`src/rtl/cnn_layer_sequencer_if.sv`:
```
`default_nettype none
// +--------------------------------------------------------------------------+
// | cnn_layer_sequencer_if: host control and layer-engine handshake bundle.  |
// | Rev 1.0                                                                  |
// +--------------------------------------------------------------------------+
interface cnn_layer_sequencer_if #(
  parameter int NUM_LAYERS = 4,
  parameter int IDX_WIDTH  = 2,
  parameter int CYC_WIDTH  = 32
);
  logic                  axisif_start;
  logic                  axisif_err_clr;
  logic                  axisif_done;
  logic                  axisif_err;
  logic                  busy;
  logic [NUM_LAYERS-1:0] layer_start;
  logic [NUM_LAYERS-1:0] layer_done;
  logic [IDX_WIDTH-1:0]  layer_idx;
  logic                  buf_sel;
  logic [CYC_WIDTH-1:0]  cycle_count;

  // Host and layer engines together form the master side.
  modport master (
    output axisif_start, axisif_err_clr, layer_done,
    input  axisif_done, axisif_err, busy, layer_start, layer_idx, buf_sel, cycle_count
  );

  modport slave (
    input  axisif_start, axisif_err_clr, layer_done,
    output axisif_done, axisif_err, busy, layer_start, layer_idx, buf_sel, cycle_count
  );
endinterface
`default_nettype wire

```
`src/rtl/cnn_layer_sequencer.sv`:
```
`default_nettype none
// +--------------------------------------------------------------------------+
// | cnn_layer_sequencer: runs the layer engines in order with per-phase      |
// | watchdog, ping-pong bank select and inference cycle counter.  Rev 1.0    |
// +--------------------------------------------------------------------------+
module cnn_layer_sequencer #(
  parameter int NUM_LAYERS     = 4,
  parameter int IDX_WIDTH      = 2,
  parameter int TIMEOUT_WIDTH  = 20,
  parameter int TIMEOUT_CYCLES = 1000000,
  parameter int CYC_WIDTH      = 32
) (
  input  wire logic             clk,
  input  wire logic             rst_n,
  cnn_layer_sequencer_if.slave  bus
);

  localparam logic [IDX_WIDTH-1:0]     LAST_IDX  = IDX_WIDTH'(NUM_LAYERS - 1);
  localparam logic [TIMEOUT_WIDTH-1:0] WDOG_LAST = TIMEOUT_WIDTH'(TIMEOUT_CYCLES - 1);
  localparam bit                       WDOG_EN   = (TIMEOUT_CYCLES != 0);

  typedef enum logic [2:0] {
    ST_IDLE   = 3'd0,
    ST_LAUNCH = 3'd1,
    ST_RUN    = 3'd2,
    ST_NEXT   = 3'd3,
    ST_ERROR  = 3'd4
  } state_e;

  state_e                  state_q, state_d;
  logic [IDX_WIDTH-1:0]    idx_q, idx_d;
  logic                    buf_q, buf_d;
  logic [TIMEOUT_WIDTH-1:0] wdog_q, wdog_d;
  logic [CYC_WIDTH-1:0]    cnt_q, cnt_d;
  logic                    done_q, done_d;
  logic                    err_q, err_d;
  logic                    busy_q, busy_d;
  logic [NUM_LAYERS-1:0]   start_q, start_d;
  logic                    cur_done;
  logic                    wdog_expired;

  function automatic logic [NUM_LAYERS-1:0] sel_of(input logic [IDX_WIDTH-1:0] i);
    return NUM_LAYERS'(1) << i;
  endfunction

  assign cur_done     = |(bus.layer_done & sel_of(idx_q));
  assign wdog_expired = WDOG_EN && (wdog_q == WDOG_LAST);

  always_comb begin
    state_d = state_q;
    idx_d   = idx_q;
    buf_d   = buf_q;
    wdog_d  = wdog_q;
    cnt_d   = cnt_q;
    case (state_q)
      ST_IDLE: begin
        if (bus.axisif_start) begin
          state_d = ST_LAUNCH;
          idx_d   = '0;
          buf_d   = 1'b0;
          cnt_d   = '0;
          wdog_d  = '0;
        end
      end
      ST_LAUNCH: begin
        // A leaving condition on the expiry cycle wins over the timeout.
        if (!cur_done) begin
          state_d = ST_RUN;
          wdog_d  = '0;
        end else if (wdog_expired) begin
          state_d = ST_ERROR;
        end else begin
          wdog_d = wdog_q + 1'b1;
        end
      end
      ST_RUN: begin
        if (cur_done) begin
          state_d = ST_NEXT;
        end else if (wdog_expired) begin
          state_d = ST_ERROR;
        end else begin
          wdog_d = wdog_q + 1'b1;
        end
      end
      ST_NEXT: begin
        if (idx_q == LAST_IDX) begin
          state_d = ST_IDLE;
        end else begin
          state_d = ST_LAUNCH;
          idx_d   = idx_q + 1'b1;
          buf_d   = ~buf_q;
          wdog_d  = '0;
        end
      end
      ST_ERROR: begin
        if (bus.axisif_err_clr) begin
          state_d = ST_IDLE;
        end
      end
      default: state_d = ST_IDLE;
    endcase

    if ((state_q == ST_LAUNCH || state_q == ST_RUN || state_q == ST_NEXT) && (cnt_q != '1)) begin
      cnt_d = cnt_q + 1'b1;
    end

    // Outputs are decoded from the next state so they appear registered with it.
    done_d  = (state_d == ST_IDLE);
    err_d   = (state_d == ST_ERROR);
    busy_d  = (state_d == ST_LAUNCH) || (state_d == ST_RUN) || (state_d == ST_NEXT);
    start_d = (state_d == ST_LAUNCH) ? sel_of(idx_d) : '0;
  end

  always_ff @(posedge clk) begin
    if (!rst_n) begin
      state_q <= ST_IDLE;
      idx_q   <= '0;
      buf_q   <= 1'b0;
      wdog_q  <= '0;
      cnt_q   <= '0;
      done_q  <= 1'b1;
      err_q   <= 1'b0;
      busy_q  <= 1'b0;
      start_q <= '0;
    end else begin
      state_q <= state_d;
      idx_q   <= idx_d;
      buf_q   <= buf_d;
      wdog_q  <= wdog_d;
      cnt_q   <= cnt_d;
      done_q  <= done_d;
      err_q   <= err_d;
      busy_q  <= busy_d;
      start_q <= start_d;
    end
  end

  assign bus.axisif_done = done_q;
  assign bus.axisif_err  = err_q;
  assign bus.busy        = busy_q;
  assign bus.layer_start = start_q;
  assign bus.layer_idx   = idx_q;
  assign bus.buf_sel     = buf_q;
  assign bus.cycle_count = cnt_q;

endmodule
`default_nettype wire

```
`src/flat_wrapper.sv`:
```
// flat-port wrapper written by rule: the top's interface ports become plain ports
module cnn_layer_sequencer_flat 
#(
  parameter int NUM_LAYERS     = 4,
  parameter int IDX_WIDTH      = 2,
  parameter int TIMEOUT_WIDTH  = 20,
  parameter int TIMEOUT_CYCLES = 1000000,
  parameter int CYC_WIDTH      = 32
)
  (clk, rst_n, bus_axisif_start, bus_axisif_err_clr, bus_layer_done, bus_axisif_done, bus_axisif_err, bus_busy, bus_layer_start, bus_layer_idx, bus_buf_sel, bus_cycle_count);
  cnn_layer_sequencer_if #(.NUM_LAYERS(NUM_LAYERS), .IDX_WIDTH(IDX_WIDTH), .CYC_WIDTH(CYC_WIDTH)) bus_i ();
  input  wire logic clk;
  input  wire logic rst_n;
  input wire logic [$bits(bus_i.axisif_start)-1:0] bus_axisif_start;
  input wire logic [$bits(bus_i.axisif_err_clr)-1:0] bus_axisif_err_clr;
  input wire logic [$bits(bus_i.layer_done)-1:0] bus_layer_done;
  output wire logic [$bits(bus_i.axisif_done)-1:0] bus_axisif_done;
  output wire logic [$bits(bus_i.axisif_err)-1:0] bus_axisif_err;
  output wire logic [$bits(bus_i.busy)-1:0] bus_busy;
  output wire logic [$bits(bus_i.layer_start)-1:0] bus_layer_start;
  output wire logic [$bits(bus_i.layer_idx)-1:0] bus_layer_idx;
  output wire logic [$bits(bus_i.buf_sel)-1:0] bus_buf_sel;
  output wire logic [$bits(bus_i.cycle_count)-1:0] bus_cycle_count;
  assign bus_i.axisif_start = bus_axisif_start;
  assign bus_i.axisif_err_clr = bus_axisif_err_clr;
  assign bus_i.layer_done = bus_layer_done;
  assign bus_axisif_done = bus_i.axisif_done;
  assign bus_axisif_err = bus_i.axisif_err;
  assign bus_busy = bus_i.busy;
  assign bus_layer_start = bus_i.layer_start;
  assign bus_layer_idx = bus_i.layer_idx;
  assign bus_buf_sel = bus_i.buf_sel;
  assign bus_cycle_count = bus_i.cycle_count;
  cnn_layer_sequencer #(.NUM_LAYERS(NUM_LAYERS), .IDX_WIDTH(IDX_WIDTH), .TIMEOUT_WIDTH(TIMEOUT_WIDTH), .TIMEOUT_CYCLES(TIMEOUT_CYCLES), .CYC_WIDTH(CYC_WIDTH)) u_core (.clk(clk), .rst_n(rst_n), .bus(bus_i));
endmodule
```
`config.mk`:
```
export PLATFORM = sky130hd
export DESIGN_NAME = cnn_layer_sequencer_flat
export DESIGN_NICKNAME = d
export VERILOG_FILES = /design/src/rtl/cnn_layer_sequencer_if.sv /design/src/rtl/cnn_layer_sequencer.sv /design/src/flat_wrapper.sv
export SDC_FILE = /design/constraint.sdc
export NUM_CORES = 1
export LEC_CHECK = 0
export CORE_MARGIN = 4
export CORE_UTILIZATION = 59
export DETAILED_ROUTE_END_ITERATION = 12
export PLACE_DENSITY = 0.85
export SYNTH_ARGS = -nofsm -noshare
export SYNTH_HDL_FRONTEND = slang
export SYNTH_SLANG_ARGS = --single-unit
```
`constraint.sdc`:
```
create_clock -name clk -period 5 [get_ports clk]
set_clock_uncertainty 0.2 [all_clocks]
set_input_delay 0.5 -clock clk [delete_from_list [all_inputs] [get_ports clk]]
set_output_delay 0.5 -clock clk [all_outputs]
set_load 0.03 [all_outputs]
```
; Word-level counts from Yosys, hierarchy flattened
; Index checks and enable logic that the tools add are counted.
[op_classes]
n_addsub = 3
eq_ne = 14
n_bitwise = 2
reduce_logical = 16
n_mux = 22
shifts = 2
[ops]
columns = operator, n
row1 = two-way mux 20 bit, 5
row2 = two-way mux 32 bit, 3
row3 = case mux 20 bit (4 select lines), 1
row4 = "adder 32 x 1 -> 32 bit, second input constant", 1
row5 = "!= test 32 bit, second input constant", 1
row6 = "adder 20 x 1 -> 20 bit, second input constant", 1
row7 = "equality test 20 bit, second input constant", 1
row8 = two-way mux 3 bit, 5
row9 = case mux 3 bit (5 select lines), 1
row10 = "equality test 3 x 2 -> 1 bit, second input constant", 4
row11 = "left shift 1 x 2 -> 4 bit, first input constant", 2
row12 = "equality test 3 x 1 -> 1 bit, second input constant", 2
row13 = "equality test 3 bit, second input constant", 2
row14 = logical NOT 3 bit, 2
row15 = "!= test 2 bit, second input constant", 3
row16 = nonzero test 2 bit, 3
row17 = AND 4 bit, 1
row18 = logical OR 1 bit, 4
row19 = two-way mux 2 bit, 2
row20 = case mux 2 bit (2 select lines), 1
row21 = AND reduction 2 bit, 2
row22 = AND reduction 4 bit, 1
row23 = nonzero test 4 bit, 1
row24 = OR reduction 4 bit, 1
row25 = 7 further kinds, 9
[totals]
input_bits = 8
ff_bits = 65
word_cells = 68

; Depth between registers and ports, before layout
[depth]
ltp_word = 8
mapped_depth = 8
ltp_nobuf = 6

; Worst setup path after synthesis
; No wires, ideal clock.
[synth_timing]
kind = reg-to-reg
from = register u_core.cnt_q[0], in the netlist u_core.bus.cycle_count[0]
to = register u_core.cnt_q[22], in the netlist u_core.bus.cycle_count[22]
path_stages_with_launch = 8
arrival_time_ps = 2174
path_slack_ps = 2490
path_cell_list = dfxtp_1 > ha_1 > nand4_1 > or4_1 > clkbuf_1 > or4_1 > nand4_1 > o221ai_1
[synth_via]
elab_chain_len = 4
word_cells_on_any_way = 7
classes_between = 1 x add/sub / 1 x eq/ne / 1 x mux / 4 x reduce/logical
[synth_lines]
columns = element, line_no
row1 = "start, declared", cnn_layer_sequencer.sv:34  ; logic [CYC_WIDTH-1:0] cnt_q, cnt_d;
row2 = "start signal, assigned", cnn_layer_sequencer.sv:130  ; cnt_q <= cnt_d;
row3 = "parallel branches: the longest is 4 deep, another holds adder 32 x 1 -> 32 bit", n/a
; Several ways; the timed one is not identified.
; A chain may end at the register's enable or synchronous reset.

; Worst setup path in the final report
[layout_timing]
from = register u_core.state_q[1]
to = register u_core.cnt_q[12], in the netlist u_core.bus.cycle_count[12]
[layout_via]
elab_chain_len = 6
word_cells_on_any_way = 11
classes_between = 3 x eq/ne / 1 x mux / 7 x reduce/logical
[layout_lines]
columns = element, line_no
row1 = "start, declared", cnn_layer_sequencer.sv:30  ; state_e state_q, state_d;
row2 = "start signal, assigned", cnn_layer_sequencer.sv:126  ; state_q <= state_d;
row3 = equality test 3 x 1 -> 1 bit or equality test 3 x 2 -> 1 bit (tied branches), cnn_layer_sequencer.sv:103  ; if ((state_q == ST_LAUNCH || state_q == ST_RUN || state_q == ST_NEXT) && (cnt_q != '1)) begin
row4 = logical OR 1 bit (2 in a row), cnn_layer_sequencer.sv:103
row5 = logical AND 1 bit, cnn_layer_sequencer.sv:103
row6 = nonzero test 2 bit (no source line), n/a
row7 = AND reduction 2 bit (no source line), n/a
; Several ways; a longest one is shown, not always the timed one.

==> impl_metrics.json <==
{
  "outcome": "finished, final reports clean",
  "hold_viol": 0,
  "synth.top_cell.area_share_pct": 36.14,
  "cts_buffer_depth": 2,
  "synth-warning-count": 0,
  "portBuffers": 49,
  "worstPathMaxFanout": 29,
  "maxCapViolations": 0,
  "cts.sink_count": 65,
  "root_buffer": "clkbuf_8",
  "synth_compound_area_share_pct": 22.27,
  "min_period_ps": 3040,
  "num-nets-final": 482,
  "grt_pass1_vias": 3393,
  "ys_types": 53,
  "peakVddDrop_mv": 0.1501,
  "ys_async_sr_fraction_pct": 0,
  "synth.most_common_cell": "dfxtp_1",
  "slew_violations": 0,
  "synth_area_leader_cell": "dfxtp_1",
  "synth_fa_ha_area_share_pct": 0.6949,
  "drt-total-wl_mm": 9.026,
  "first_iter_violations": 238,
  "grt_max_degree": 30,
  "htreeDepth": 3,
  "start_kind": "flip-flop",
  "muxShareOfSynthArea_pct": 1.459,
  "synthSimpleGateAreaFrac_pct": 32.59,
  "initial_utilization_pct": 60.82,
  "cts_resized": 0,
  "grt_pass1_wl_mm": 15.61,
  "coreArea_sq_mm": 0.005921,
  "critPathSlowestCell": "and2_1",
  "layout_setup_ws_ps": 1960,
  "p_leak_uw": 0.001331,
  "rows": 28,
  "numCtsBuffers": 9,
  "place.gp.congestion": 0.8208,
  "grt_overflow": 0,
  "power_density_mw_per_mm2": 253.6,
  "synth_top_family_by_area": "simple AND/OR/NAND/NOR gates",
  "dr.pass1.iters": 5,
  "met1_usage_pct": 33.79,
  "wl_per_cell_um": 16.38,
  "die_x_um": 86.13,
  "dp_slack_ps": 1838,
  "synth-xor-area-share_pct": 1.216,
  "power_frac_clock_pct": 39.8,
  "critPathKind": "reg2reg",
  "crit_chain": "nor2_1 -> nor2_1 -> and2_1 -> nand2_1 -> o311ai_0",
  "worst_pin_slew_ps": 1157,
  "slowest_delay_ps": 830,
  "synth.cell_area_sq_mm": 0.003601,
  "seq_power_share_pct": 49.5,
  "grt_most_used_layer": "met2",
  "antenna_cells": 0,
  "drive_gt1_share_pct": 6.933,
  "grtUsageTotal_pct": 25.32,
  "slew_headroom_pct": 22.61,
  "synth_area_per_cell_sq_um": 8.184,
  "clkTransAtPathRegs_ps": 70,
  "vias_per_cell": 6.623,
  "required_ps": 5020,
  "place_hpwl_mm": 6.113,
  "final.setup.tns_ps": 0,
  "rrSetupSlack_ps": 1960,
  "rsz0062_at_grt": "no",
  "p_sw_uw": 288.4,
  "synth_area_leaders": "dfxtp_1 36%, a31oi_1 5.4%, nand4_1 4.2%",
  "ys_seq_elements": 65,
  "hold_path_class": "reg2reg",
  "p_int_uw": 791.2,
  "chipHeight_um": 86.13,
  "setup_viol": 0,
  "arrival_ps": 3060,
  "cts_hold_buf": 0,
  "worst-path-buf-inv": 0,
  "switching_share_pct": 26.71,
  "vias": 3649,
  "comb_power_share_pct": 10.7,
  "antenna_found_initial": 0,
  "timing.final.crit_share_pct": 60.79,
  "cts_setup_buffers": 0,
  "grtUsageMet3_pct": 5.476,
  "yosysSeqAreaShare_pct": 36.14,
  "synth.net_count": 450,
  "synthCells": 440,
  "drc": 0,
  "synth_edf_count": 0,
  "cp-end-kind": "flip-flop",
  "ys_top_cells_by_count": "65 x dfxtp_1, 31 x a31oi_1, 27 x nand3_1",
  "path_delay_family": "simple AND/OR/NAND/NOR gates",
  "grtUsageMet2_pct": 41.00,
  "ys.flop_type": "dfxtp_1",
  "timing.fmax_mhz": 329.0,
  "io_pins": 50,
  "area_growth_syn_to_layout_pct": 18.21,
  "die_area_sq_mm": 0.007418,
  "cts_tree": "done",
  "clock_latency_ps": 340,
  "ant_nets": 0,
  "crit_top_cell": "nor2_1"
}
==> layout make-up <==
| cell class | count | area, sq um |
|---|---|---|
| timing repair buffer | 53 | 520.5 |
| clock inverter | 6 | 60.06 |
| fill | 473 | 1664 |
| tap | 75 | 93.84 |
| sequential | 65 | 1301 |
| multi-input combinational | 327 | 2097 |
| inverter | 16 | 60.06 |
| clock buffer | 9 | 123.9 |
==> final timing paths <==
kind,startpoint,endpoint,cells after the start
setup / recovery,u_core.state_q[1]$_SDFF_PN0_,u_core.bus.cycle_count[12]$_SDFFE_PN0P_,5
hold / removal,u_core.wdog_q[18]$_SDFFE_PN0P_,u_core.wdog_q[18]$_SDFFE_PN0P_,2
setup reg to reg,u_core.state_q[1]$_SDFF_PN0_,u_core.bus.cycle_count[12]$_SDFFE_PN0P_,5
hold reg to reg,u_core.wdog_q[18]$_SDFFE_PN0P_,u_core.wdog_q[18]$_SDFFE_PN0P_,2
==> placed cells by master (no fill, tap or decap), types with 3 or more instances in the layout <==
cell | synthesis | routed
a21oi_1 | 25 | 25
o21a_1 | 3 | 3
o22ai_1 | 3 | 3
nor4bb_1 | 3 | 3
o21ai_0 | 14 | 14
a31oi_1 | 31 | 31
a41oi_1 | 9 | 9
nor2b_1 | 3 | 3
and3_1 | 8 | 8
dfxtp_1 | 65 | 65
nor2_1 | 18 | 18
mux2i_1 | 3 | 3
o31ai_1 | 9 | 9
nand4_1 | 24 | 24
nand2_1 | 26 | 26
and4_1 | 8 | 8
or2_2 | 6 | 6
inv_1 | 16 | 16
o311a_1 | 3 | 3
clkbuf_8 | 0 | 9
nand2b_1 | 3 | 3
clkdlybuf4s50_1 | 0 | 49
nand3b_1 | 9 | 9
nor4_1 | 7 | 7
nor3b_1 | 5 | 5
buf_4 | 1 | 4
nor3_1 | 13 | 13
or3_1 | 6 | 6
o211ai_1 | 10 | 10
and2_1 | 7 | 7
xnor2_1 | 3 | 3
clkinv_2 | 0 | 3
or4_1 | 13 | 13
nand3_1 | 27 | 27
a21boi_0 | 5 | 5
==> worst min-delay path, cell delays in order (launching register included) <==
cell and delay (ps):
dfxtp_1 320, o21ai_0 60, a21boi_0 70
==> logic make-up after synthesis <==
| logic type | Yosys count |
|---|---|
| buf+inv | 48 |
| compound gates | 122 |
| fa+ha+maj | 2 |
| xor+xnor | 5 |
| mux | 4 |
| flops | 65 |
| simple gates | 194 |
==> power groups by stage <==
stage	clock (uW)	combinational, uW	sequential (uW)
after global placement	0	112	546
final	429	115	535
after detailed placement	0	114	547
after floorplan	0	79.4	551
after CTS	432	115	535
after global routing	455	126	536
==> metrics by stage <==
stage / std cells / area [sq um] / power [uW] / utilization (%) / hold WS (ps)
after floorplan: 440 / 3601 / 630.9 / - / 259.2
after global placement: 536 / 4073 / 658.1 / 68.79 / 270.2
after detailed placement: 536 / 4073 / 661.2 / 68.79 / 286.8
after CTS: 551 / 4257 / 1082 / 71.89 / 299.6
after global routing: 551 / 4257 / 1117 / 71.89 / 335.7
final: 551 / 4257 / 1080 / 71.89 / 298.3
==> metal layers <==
| metal | wire length, um | part of all wire (%) |
|---|---|---|
| met5 | 0 | 0 |
| met4 | 119 | 1.3 |
| met3 | 565 | 6.3 |
| met2 | 4362 | 48 |
| met1 | 3979 | 44 |
==> flip-flops by register name, summed over array words and instances, names as in the netlist <==
signal,cells
u_core.bus.cycle_count,32
u_core.wdog_q,20
u_core.bus.layer_start,4
u_core.state_q,3
u_core.bus.layer_idx,2
u_core.bus.axisif_done,1
u_core.bus.axisif_err,1
u_core.bus.buf_sel,1
u_core.bus.busy,1
(Power assumes the default switching activity.)
